[config.mk]
export PLATFORM = sky130hd
export DESIGN_NAME = cp0_irq_ctrl
export DESIGN_NICKNAME = d
export VERILOG_FILES = /design/src/rtl/cpu_defs.sv /design/src/rtl/cp0_irq_ctrl_timer.sv /design/src/rtl/cp0_irq_ctrl.sv
export SDC_FILE = /design/constraint.sdc
export NUM_CORES = 1
export LEC_CHECK = 0
export ABC_AREA = 0
export BUFFER_PORTS_ARGS = -buffer_cell sky130_fd_sc_hd__buf_2
export CAP_MARGIN = 20
export CORE_ASPECT_RATIO = 1.4
export CORE_MARGIN = 3
export CORE_UTILIZATION = 29
export DETAILED_ROUTE_END_ITERATION = 12
export GPL_TIMING_DRIVEN = 0
export HOLD_SLACK_MARGIN = 0.03
export PLACE_DENSITY = 0.53
export SLEW_MARGIN = 5
export SYNTH_ARGS = -nofsm -noshare
export SYNTH_HDL_FRONTEND = slang
export SYNTH_SLANG_ARGS = --single-unit
[constraint.sdc]
create_clock -name clk -period 2.5 [get_ports clk]
set_clock_uncertainty 0.05 [all_clocks]
set_input_delay 0.25 -clock clk [delete_from_list [all_inputs] [get_ports clk]]
set_output_delay 0.25 -clock clk [all_outputs]
set_load 0.03 [all_outputs]
[src/rtl/cpu_defs.sv]
// Shared CPU definitions: CP0 register indices, exception codes and the
// interrupt controller state encoding.
package cpu_defs;

    localparam logic [4:0] CP0_REG_COUNT   = 5'd9;
    localparam logic [4:0] CP0_REG_COMPARE = 5'd11;

    localparam logic [4:0] EXCCODE_INT = 5'd0;

    localparam int unsigned CAUSE_IP_W = 8;
    localparam int unsigned CAUSE_HW_W = 6;

    typedef enum logic [1:0] {
        IDLE     = 2'd0,
        REQ      = 2'd1,
        WAIT_EXL = 2'd2
    } IrqCtrlState_t;

    // Count value after one tick, wrapping at 2^32.
    function automatic logic [31:0] count_next(input logic [31:0] cur);
        return cur + 32'd1;
    endfunction

endpackage

[src/rtl/cp0_irq_ctrl_timer.sv]
// CP0 Count/Compare timer: clock divider, Count, Compare and the sticky
// timer-interrupt flag Cause.TI.
module cp0_timer
    import cpu_defs::*;
#(
    parameter int unsigned COUNT_DIV = 2
) (
    input  logic        clk,
    input  logic        rst,
    input  logic        count_we,
    input  logic [31:0] count_wdata,
    input  logic        compare_we,
    input  logic [31:0] compare_wdata,
    output logic [31:0] count,
    output logic [31:0] compare,
    output logic        cause_ti
);

    localparam int unsigned DivW = (COUNT_DIV > 1) ? $clog2(COUNT_DIV) : 1;
    localparam logic [DivW-1:0] DivLast = DivW'(COUNT_DIV - 1);

    logic [DivW-1:0] div_q, div_d;
    logic [31:0]     count_q, count_d;
    logic [31:0]     compare_q, compare_d;
    logic            ti_q, ti_d;
    logic            tick;
    logic [31:0]     count_inc;

    assign tick      = (div_q == DivLast);
    assign count_inc = count_next(count_q);

    always_comb begin
        div_d     = tick ? '0 : div_q + 1'b1;
        count_d   = count_q;
        compare_d = compare_q;
        ti_d      = ti_q;

        // A software load restarts the divider and never raises a match.
        if (count_we) begin
            count_d = count_wdata;
            div_d   = '0;
        end else if (tick) begin
            count_d = count_inc;
            if (count_inc == compare_q) begin
                ti_d = 1'b1;
            end
        end

        // Writing Compare acknowledges the timer, even over a same-cycle match.
        if (compare_we) begin
            compare_d = compare_wdata;
            ti_d      = 1'b0;
        end
    end

    always_ff @(posedge clk) begin
        if (!rst) begin
            div_q     <= '0;
            count_q   <= '0;
            compare_q <= '0;
            ti_q      <= 1'b0;
        end else begin
            div_q     <= div_d;
            count_q   <= count_d;
            compare_q <= compare_d;
            ti_q      <= ti_d;
        end
    end

    assign count    = count_q;
    assign compare  = compare_q;
    assign cause_ti = ti_q;

endmodule

[src/rtl/cp0_irq_ctrl.sv]
// CP0 interrupt controller: hw_int synchronisers, software interrupt bits,
// Count/Compare timer and the req/ack handshake to the exception unit.
module cp0_irq_ctrl
    import cpu_defs::*;
#(
    parameter int unsigned HW_INT_NUM  = 6,
    parameter int unsigned SYNC_STAGES = 2,
    parameter int unsigned COUNT_DIV   = 2
) (
    input  logic                  clk,
    input  logic                  rst,
    input  logic [HW_INT_NUM-1:0] hw_int,
    input  logic                  sw_int_we,
    input  logic [1:0]            sw_int_wdata,
    input  logic                  count_we,
    input  logic [31:0]           count_wdata,
    input  logic                  compare_we,
    input  logic [31:0]           compare_wdata,
    input  logic                  status_ie,
    input  logic                  status_exl,
    input  logic                  status_erl,
    input  logic [7:0]            status_im,
    input  logic                  irq_ack,
    output logic [7:0]            cause_ip,
    output logic                  cause_ti,
    output logic [31:0]           count,
    output logic [31:0]           compare,
    output logic                  irq_req
);

    logic [HW_INT_NUM-1:0] sync_q [SYNC_STAGES];
    logic [1:0]            sw_ip_q;
    logic [CAUSE_HW_W-1:0] hw_ip;
    IrqCtrlState_t         state_q, state_d;
    logic                  cond;

    always_ff @(posedge clk) begin
        if (!rst) begin
            for (int i = 0; i < int'(SYNC_STAGES); i++) begin
                sync_q[i] <= '0;
            end
        end else begin
            sync_q[0] <= hw_int;
            for (int i = 1; i < int'(SYNC_STAGES); i++) begin
                sync_q[i] <= sync_q[i-1];
            end
        end
    end

    // Lines beyond HW_INT_NUM read as zero in Cause.IP.
    for (genvar g = 0; g < int'(CAUSE_HW_W); g++) begin : g_hw_ip
        if (g < int'(HW_INT_NUM)) begin : g_used
            assign hw_ip[g] = sync_q[SYNC_STAGES-1][g];
        end else begin : g_unused
            assign hw_ip[g] = 1'b0;
        end
    end

    always_ff @(posedge clk) begin
        if (!rst) begin
            sw_ip_q <= 2'b00;
        end else if (sw_int_we) begin
            sw_ip_q <= sw_int_wdata;
        end
    end

    cp0_timer #(
        .COUNT_DIV (COUNT_DIV)
    ) u_timer (
        .clk           (clk),
        .rst           (rst),
        .count_we      (count_we),
        .count_wdata   (count_wdata),
        .compare_we    (compare_we),
        .compare_wdata (compare_wdata),
        .count         (count),
        .compare       (compare),
        .cause_ti      (cause_ti)
    );

    assign cause_ip = {hw_ip[5] | cause_ti, hw_ip[4:0], sw_ip_q};

    assign cond = status_ie & ~status_exl & ~status_erl & (|(cause_ip & status_im));

    always_comb begin
        state_d = state_q;
        unique case (state_q)
            IDLE: begin
                if (cond) state_d = REQ;
            end
            // An ack always wins, even if the source has just gone away.
            REQ: begin
                if (irq_ack)    state_d = WAIT_EXL;
                else if (!cond) state_d = IDLE;
            end
            // Hold off until the exception unit has raised EXL/ERL.
            WAIT_EXL: begin
                if (status_exl || status_erl) state_d = IDLE;
            end
            default: state_d = IDLE;
        endcase
    end

    always_ff @(posedge clk) begin
        if (!rst) begin
            state_q <= IDLE;
        end else begin
            state_q <= state_d;
        end
    end

    assign irq_req = (state_q == REQ);

endmodule

==> summary.txt, run 1 <==
Final Wtd Congestion -> 0.927
M1 WL -> 6.35 mm
Post-synth ARST share -> 0%
Power Density -> 576 nW/µm²
min Tclk post-route -> 2.39 ns
DR WL/cell -> 16.7 µm
initial antenna violation count -> 1
DP Wirelength -> 12.2 mm
crit share post-route -> 95.6%
reg-to-reg slack, setup -> 0.11 ns
# rows -> 54
syn nets -> 642
Slew Viols, Final -> 0
number of global-route vias before repair -> 4508
Fillers -> 1679
Layout Cells excl Fill -> 932
CTS Root Cell -> clkbuf_16
Static Leakage -> 2.79 nW
vias per std cell -> 4.82
highest routed metal layer -> met4
placed insts -> 909
TritonCTS Buffers -> 9
Post-synth EDFFs -> 0
CP Launch Type -> register
met2 routed WL -> 7.98 mm
maximum VDD drop -> 0.000253 V
DR pass1 iterations -> 6
syn_area_per_cell -> 8.56 µm²
Setup WS post-layout -> 0.110 ns
Yosys warnings -> 0
routed vias -> 4490
DIE WIDTH -> 114 µm
starting density of the core -> 29.9%
Synth Register Bits -> 82
layout cell share with drive strength beyond 1 -> 30.9%
Synth Flop Type -> dfxtp_1
area grow syn2layout -> 32.6%
most common cell after layout, fill and taps aside -> buf_2
Final ANT Viol Nets -> 0
Global Route Usage Sum -> 17.4%
setup violators final -> 0
Setup Crit Path Kind -> reg -> reg
worst-path fanout max -> 7
most frequent cells in the layout -> 165 x buf_2, 75 x dfxtp_1, 60 x nand2_1
final WL -> 15.6 mm
Max Cap Viol -> 0
min-delay src -> hw_int[4]
Buffers on Ports -> 161
die area -> 17900 µm²
setup TNS -> 0 ns
met3 WL post-DR -> 898 µm
fin nets -> 819
Clock Tree Buf Depth -> 2
Placeable Area -> 15800 µm²
Congestion Overflow GR -> 0
overall die height -> 157 µm
Skew-Pair Late Insertion Delay -> 0.34 ns
Yosys cell types -> 58
CP startpoint -> u_timer.count[3]
worst slew margin relative to its limit -> 37.4%
post-route cell area -> 6260 µm²
H-tree depth -> 3
cts hold-fix bufs -> 0
Crit. End Element -> register
Worst-path clk slew -> 0.06 ns
outcome -> complete, no violations
residual DRC count -> 0
Final Hold Vio Count -> 0
largest net degree at the start of global routing -> 14
fmax -> 0.418 GHz
Num Clock Sinks -> 82
Ports -> 163
first-pass GRT wire length -> 24.0 mm
R2R Path Start -> u_timer.count[3]
initial DRC count -> 271
Synth Cell Area -> 4720 µm²
CTS tree -> yes
register area share after synthesis -> 34.8%
crit path DAT -> 2.62 ns
Gate Count Post-Synth -> 552
Worst EP required -> 2.73 ns
pre-CTS setup slack -> -0.171 ns
Slew @ Worst Pin -> 0.939 ns
DP Area -> 5780 µm²
Worst Hold Class -> in -> reg
area of the multi-input gates -> 2930 µm²
Register Area -> 1650 µm²
-- state kept, by name, indices dropped and copies added, names as in the netlist --
| name | count |
|---|---|
| u_timer.compare | 32 |
| u_timer.count | 32 |
| sync_q | 12 |
| state_q | 2 |
| sw_ip_q | 2 |
| u_timer.cause_ti | 1 |
| u_timer.div_q | 1 |
-- logic make-up after synthesis --
group / count (synthesis) / synth area share (%)
AOI/OAI and AO/OA: 68 / 9.01
xor gates and xnor gates: 71 / 13.2
adders and majority gates: 1 / 0.265
buffers and inverters: 49 / 4.98
DFF: 82 / 34.8
muxes: 37 / 7.95
and+or+nand+nor: 244 / 29.9
-- critical path: stages, from the launching register on --
cell and delay, ns:
dfxtp_2 0.33, buf_2 0.17, and4_1 0.20, buf_2 0.20, nand3_4 0.17, buf_4 0.20, nor3_2 0.18, xnor2_1 0.16
o21ai_0 0.14, or4_1 0.41, o21ai_1 0.13
-- metrics by stage --
stage                     total power, W  util [%]  hold WS [ns]
after detailed placement         0.00217      36.6         0.368
final                            0.00361      39.6        0.0644
after global routing             0.00377      39.6        0.0533
after global placement           0.00216      36.6         0.367
after floorplan                  0.00191         -         0.327
after CTS                        0.00365      38.9        0.0515
-- final timing paths --
kind,to,depth (start not counted)
max reg2reg,u_timer.cause_ti,10
min reg2reg,sync_q[0][10],1
max,u_timer.cause_ti,10
min,sync_q[0][4],2
-- where the power goes --
group,total [W],switching [W],internal (W)
Clock,0.00147,0.000543,0.000930
Sequential,0.00148,0.0000941,0.00138
Combinational,0.000659,0.000387,0.000272
-- area by class of cell --
cell class | instances | area share [%]
antenna | 2 | 0.0799
buffer | 38 | 3.16
clock buffer | 12 | 4.10
clock inverter | 4 | 1.18
inverter | 5 | 0.300
multi-input combinational | 421 | 46.7
sequential | 82 | 26.4
tap | 196 | 3.92
timing repair buffer | 172 | 14.2
-- repair_timing --
action                                  4_1_cts  5_1_grt
pin swaps                                     1        8
gates resized for setup                       4       17
endpoints found under the setup margin        2        5
buffers inserted                              3        8
-- synth_stat cells (3+ instances only) --
| library cell | n | share of area, % |
|---|---|---|
| a21oi_1 | 3 | 0.32 |
| a31oi_1 | 3 | 0.40 |
| and2_1 | 43 | 5.7 |
| and3_1 | 7 | 0.93 |
| and4_1 | 6 | 1.1 |
| buf_2 | 8 | 0.85 |
| buf_4 | 9 | 1.4 |
| clkbuf_1 | 25 | 2.0 |
| dfxtp_1 | 82 | 35 |
| inv_1 | 5 | 0.40 |
| mux2i_1 | 36 | 7.6 |
| nand2_1 | 60 | 4.8 |
| nand2b_1 | 6 | 0.79 |
| nand3_1 | 14 | 1.5 |
| nand4_1 | 14 | 1.9 |
| nor2_1 | 16 | 1.3 |
| nor2b_1 | 35 | 4.6 |
| nor3_1 | 11 | 1.2 |
| nor4_1 | 10 | 1.3 |
| o211a_1 | 3 | 0.64 |
| o21ai_0 | 32 | 3.4 |
| o21ai_1 | 7 | 0.74 |
| or3_1 | 5 | 0.66 |
| xnor2_1 | 45 | 8.3 |
| xor2_1 | 26 | 4.8 |
-- routing by layer --
layer  track usage, %  vias up
li1                 -     2239
met1             21.0     2085
met2             29.8      144
met3             3.73       22
met4             7.19        0
met5                0        -
(Power assumes the default switching activity.)
==> inputs of run 2 (changes only) <==
BUFFER_PORTS_ARGS = -buffer_cell sky130_fd_sc_hd__buf_4   (was -buffer_cell sky130_fd_sc_hd__buf_2)
PLACE_DENSITY = 0.63   (was 0.53)
==> summary.txt, run 2 (synthesized netlist as in run 1, its figures left out) <==
placed insts -> 909 (unchanged)
Placeable Area -> 15800 µm² (unchanged)
outcome -> complete, no violations (unchanged)
Slew Viols, Final -> 0 (unchanged)
Skew-Pair Late Insertion Delay -> 0.34 ns (about the same)
CP max stage cell -> or4_1 (unchanged)
Crit path buffers/inverters -> 2 (was 3)
Static Leakage -> 2.83 nW (was 2.79 nW)
CP max stage delay -> 0.46 ns (was 0.41 ns)
H-tree depth -> 3 (unchanged)
largest net degree at the start of global routing -> 14 (unchanged)
Max Cap Viol -> 0 (unchanged)
Final Wtd Congestion -> 0.875 (was 0.927)
Final Hold Vio Count -> 0 (unchanged)
crit-path cells -> buf_2, and4_1, buf_4, nand4_1, nor4_4, xnor2_1, o21ai_1, or4_1, o21ai_1 (was buf_2, and4_1, buf_2, nand3_4, buf_4, nor3_2, xnor2_1, o21ai_0, or4_1, o21ai_1)
CP Depth -> 9 (was 10)
Buffers on Ports -> 161 (unchanged)
Num Clock Sinks -> 82 (unchanged)
worst-path fanout max -> 9 (was 7)
TritonCTS Buffers -> 9 (unchanged)
Congestion Overflow GR -> 0 (unchanged)
M1 WL -> 6.27 mm (was 6.35 mm)
CP Launch Type -> register (unchanged)
Power Density -> 525 nW/µm² (was 576 nW/µm²)
Worst-path clk slew -> 0.07 ns (was 0.06 ns)
DIE WIDTH -> 114 µm (unchanged)
fmax -> 0.415 GHz (was 0.418 GHz)
worst slew margin relative to its limit -> 37.3% (was 37.4%)
Hold Crit Depth -> 2 (unchanged)
layout cell share with drive strength beyond 1 -> 29.7% (was 30.9%)
Fillers -> 1669 (was 1679)
final WL -> 15.4 mm (was 15.6 mm)
residual DRC count -> 0 (unchanged)
starting density of the core -> 29.9% (unchanged)
Layout Cells excl Fill -> 924 (was 932)
Crit. End Element -> register (unchanged)
overall die height -> 157 µm (unchanged)
area of the multi-input gates -> 2900 µm² (was 2930 µm²)
post-route cell area -> 6520 µm² (was 6260 µm²)
Register Area -> 1650 µm² (about the same)
CTS tree -> yes (unchanged)
DP Area -> 6190 µm² (was 5780 µm²)
DP Wirelength -> 12.0 mm (was 12.2 mm)
Final ANT Viol Nets -> 0 (unchanged)
unrepaired setup endpoints after global routing -> true
Reg2Reg Depth -> 9 (was 10)
crit share post-route -> 96.3% (was 95.6%)
Setup Crit Path Kind -> reg -> reg (unchanged)
number of global-route vias before repair -> 4432 (was 4508)
initial antenna violation count -> 0 (was 1)
most common cell after layout, fill and taps aside -> buf_4 (was buf_2)
fin nets -> 813 (was 819)
highest routed metal layer -> met4 (unchanged)
met3 WL post-DR -> 877 µm (was 898 µm)
Slew @ Worst Pin -> 0.940 ns (was 0.939 ns)
Global Route Usage Sum -> 17.2% (was 17.4%)
die area -> 17900 µm² (unchanged)
vias per std cell -> 4.83 (was 4.82)
Worst Hold Class -> in -> reg (unchanged)
crit path DAT -> 2.64 ns (was 2.62 ns)
met2 routed WL -> 8.00 mm (was 7.98 mm)
CP top delay family -> simple AND/OR/NAND/NOR gates (unchanged)
first-pass GRT wire length -> 23.9 mm (was 24.0 mm)
cts hold-fix bufs -> 0 (unchanged)
Most Frequent Cell on Critical Path -> o21ai_1 (was buf_2)
DR WL/cell -> 16.6 µm (was 16.7 µm)
CTS Root Cell -> clkbuf_16 (unchanged)
area grow syn2layout -> 37.9% (was 32.6%)
min Tclk post-route -> 2.41 ns (was 2.39 ns)
Clock Tree Buf Depth -> 2 (unchanged)
# rows -> 54 (unchanged)
setup violators final -> 0 (unchanged)
most frequent cells in the layout -> 172 x buf_4, 76 x dfxtp_1, 60 x nand2_1 (was 165 x buf_2, 75 x dfxtp_1, 60 x nand2_1)
maximum VDD drop -> 0.000291 V (was 0.000253 V)
# diodes -> 0 (was 2)
DR pass1 iterations -> 4 (was 6)
Worst EP required -> 2.73 ns (about the same)
routed vias -> 4465 (was 4490)
initial DRC count -> 251 (was 271)
Ports -> 163 (unchanged)
## run 2: cell types whose count changed in the layout (fill, tap and decap cells not counted), moves of 2 or more
cell / previous run / this run
buf_2: 165 / 7
buf_4: 20 / 172
bufinv_16: 2 / 0
clkbuf_8: 2 / 0
clkinv_2: 1 / 5
diode_2: 2 / 0
## run 2: worst register-to-register path, delay by kind of cell, from the launching register on
kind | cells | cell delay, ns
AOI/OAI and AO/OA | 2 | 0.19
and+or+nand+nor | 4 | 1.27
buffers and inverters | 2 | 0.36
xor gates and xnor gates | 1 | 0.15
DFF | 1 | 0.33
## run 2: path summary, 6_finish.rpt
path                     from                to  slack, ns
max          u_timer.count[9]  u_timer.cause_ti       0.09
min                 hw_int[3]      sync_q[0][3]       0.07
max reg2reg  u_timer.count[9]  u_timer.cause_ti       0.09
min reg2reg      sync_q[0][2]      sync_q[0][8]       0.38
## run 2: power by group
| part | total, W | switching, W | internal, W |
|---|---|---|---|
| Combinational | 0.000733 | 0.000387 | 0.000347 |
| Sequential | 0.00147 | 0.0000930 | 0.00138 |
| Clock | 0.00121 | 0.000548 | 0.000666 |
| Total | 0.00342 | 0.00103 | 0.00239 |
## run 2: area by class of cell
cell class              count  area share [%]
repair buffers            163            18.8
flip-flops and latches     82            25.4
clock buffers              10            3.51
multi-input cells         421            44.5
well taps                 196            3.76
clock inverters             6           0.519
inverters                   5           0.288
plain buffers              41            3.26
## run 2: stage by stage
stage                     setup TNS [ns]  hold WS, ns  power, W  worst slack, ns  util [%]
after detailed placement          -0.150        0.372   0.00224           -0.122      39.1
after global placement            -0.152        0.363   0.00223           -0.126      39.1
final                                  0       0.0670   0.00342           0.0917      41.2
after CTS                              0       0.0541   0.00346          0.00299      41.0
after floorplan                        0        0.327   0.00191           0.0117         -
after global routing             -0.0198       0.0553   0.00358          -0.0198      41.2
## run 2: metal layers
metal | GRT usage (%) | vias to the layer above
li1 | - | 2230
met1 | 20.3 | 2086
met2 | 30.8 | 138
met3 | 4.12 | 11
met4 | 4.98 | 0
met5 | 0 | -
## run 2: timing repair
action	in CTS	in global routing
endpoints found under the hold margin	0	0
buffers inserted	1	1
endpoints found under the setup margin	2	5
pin swaps	1	3
gates resized for setup	5	10
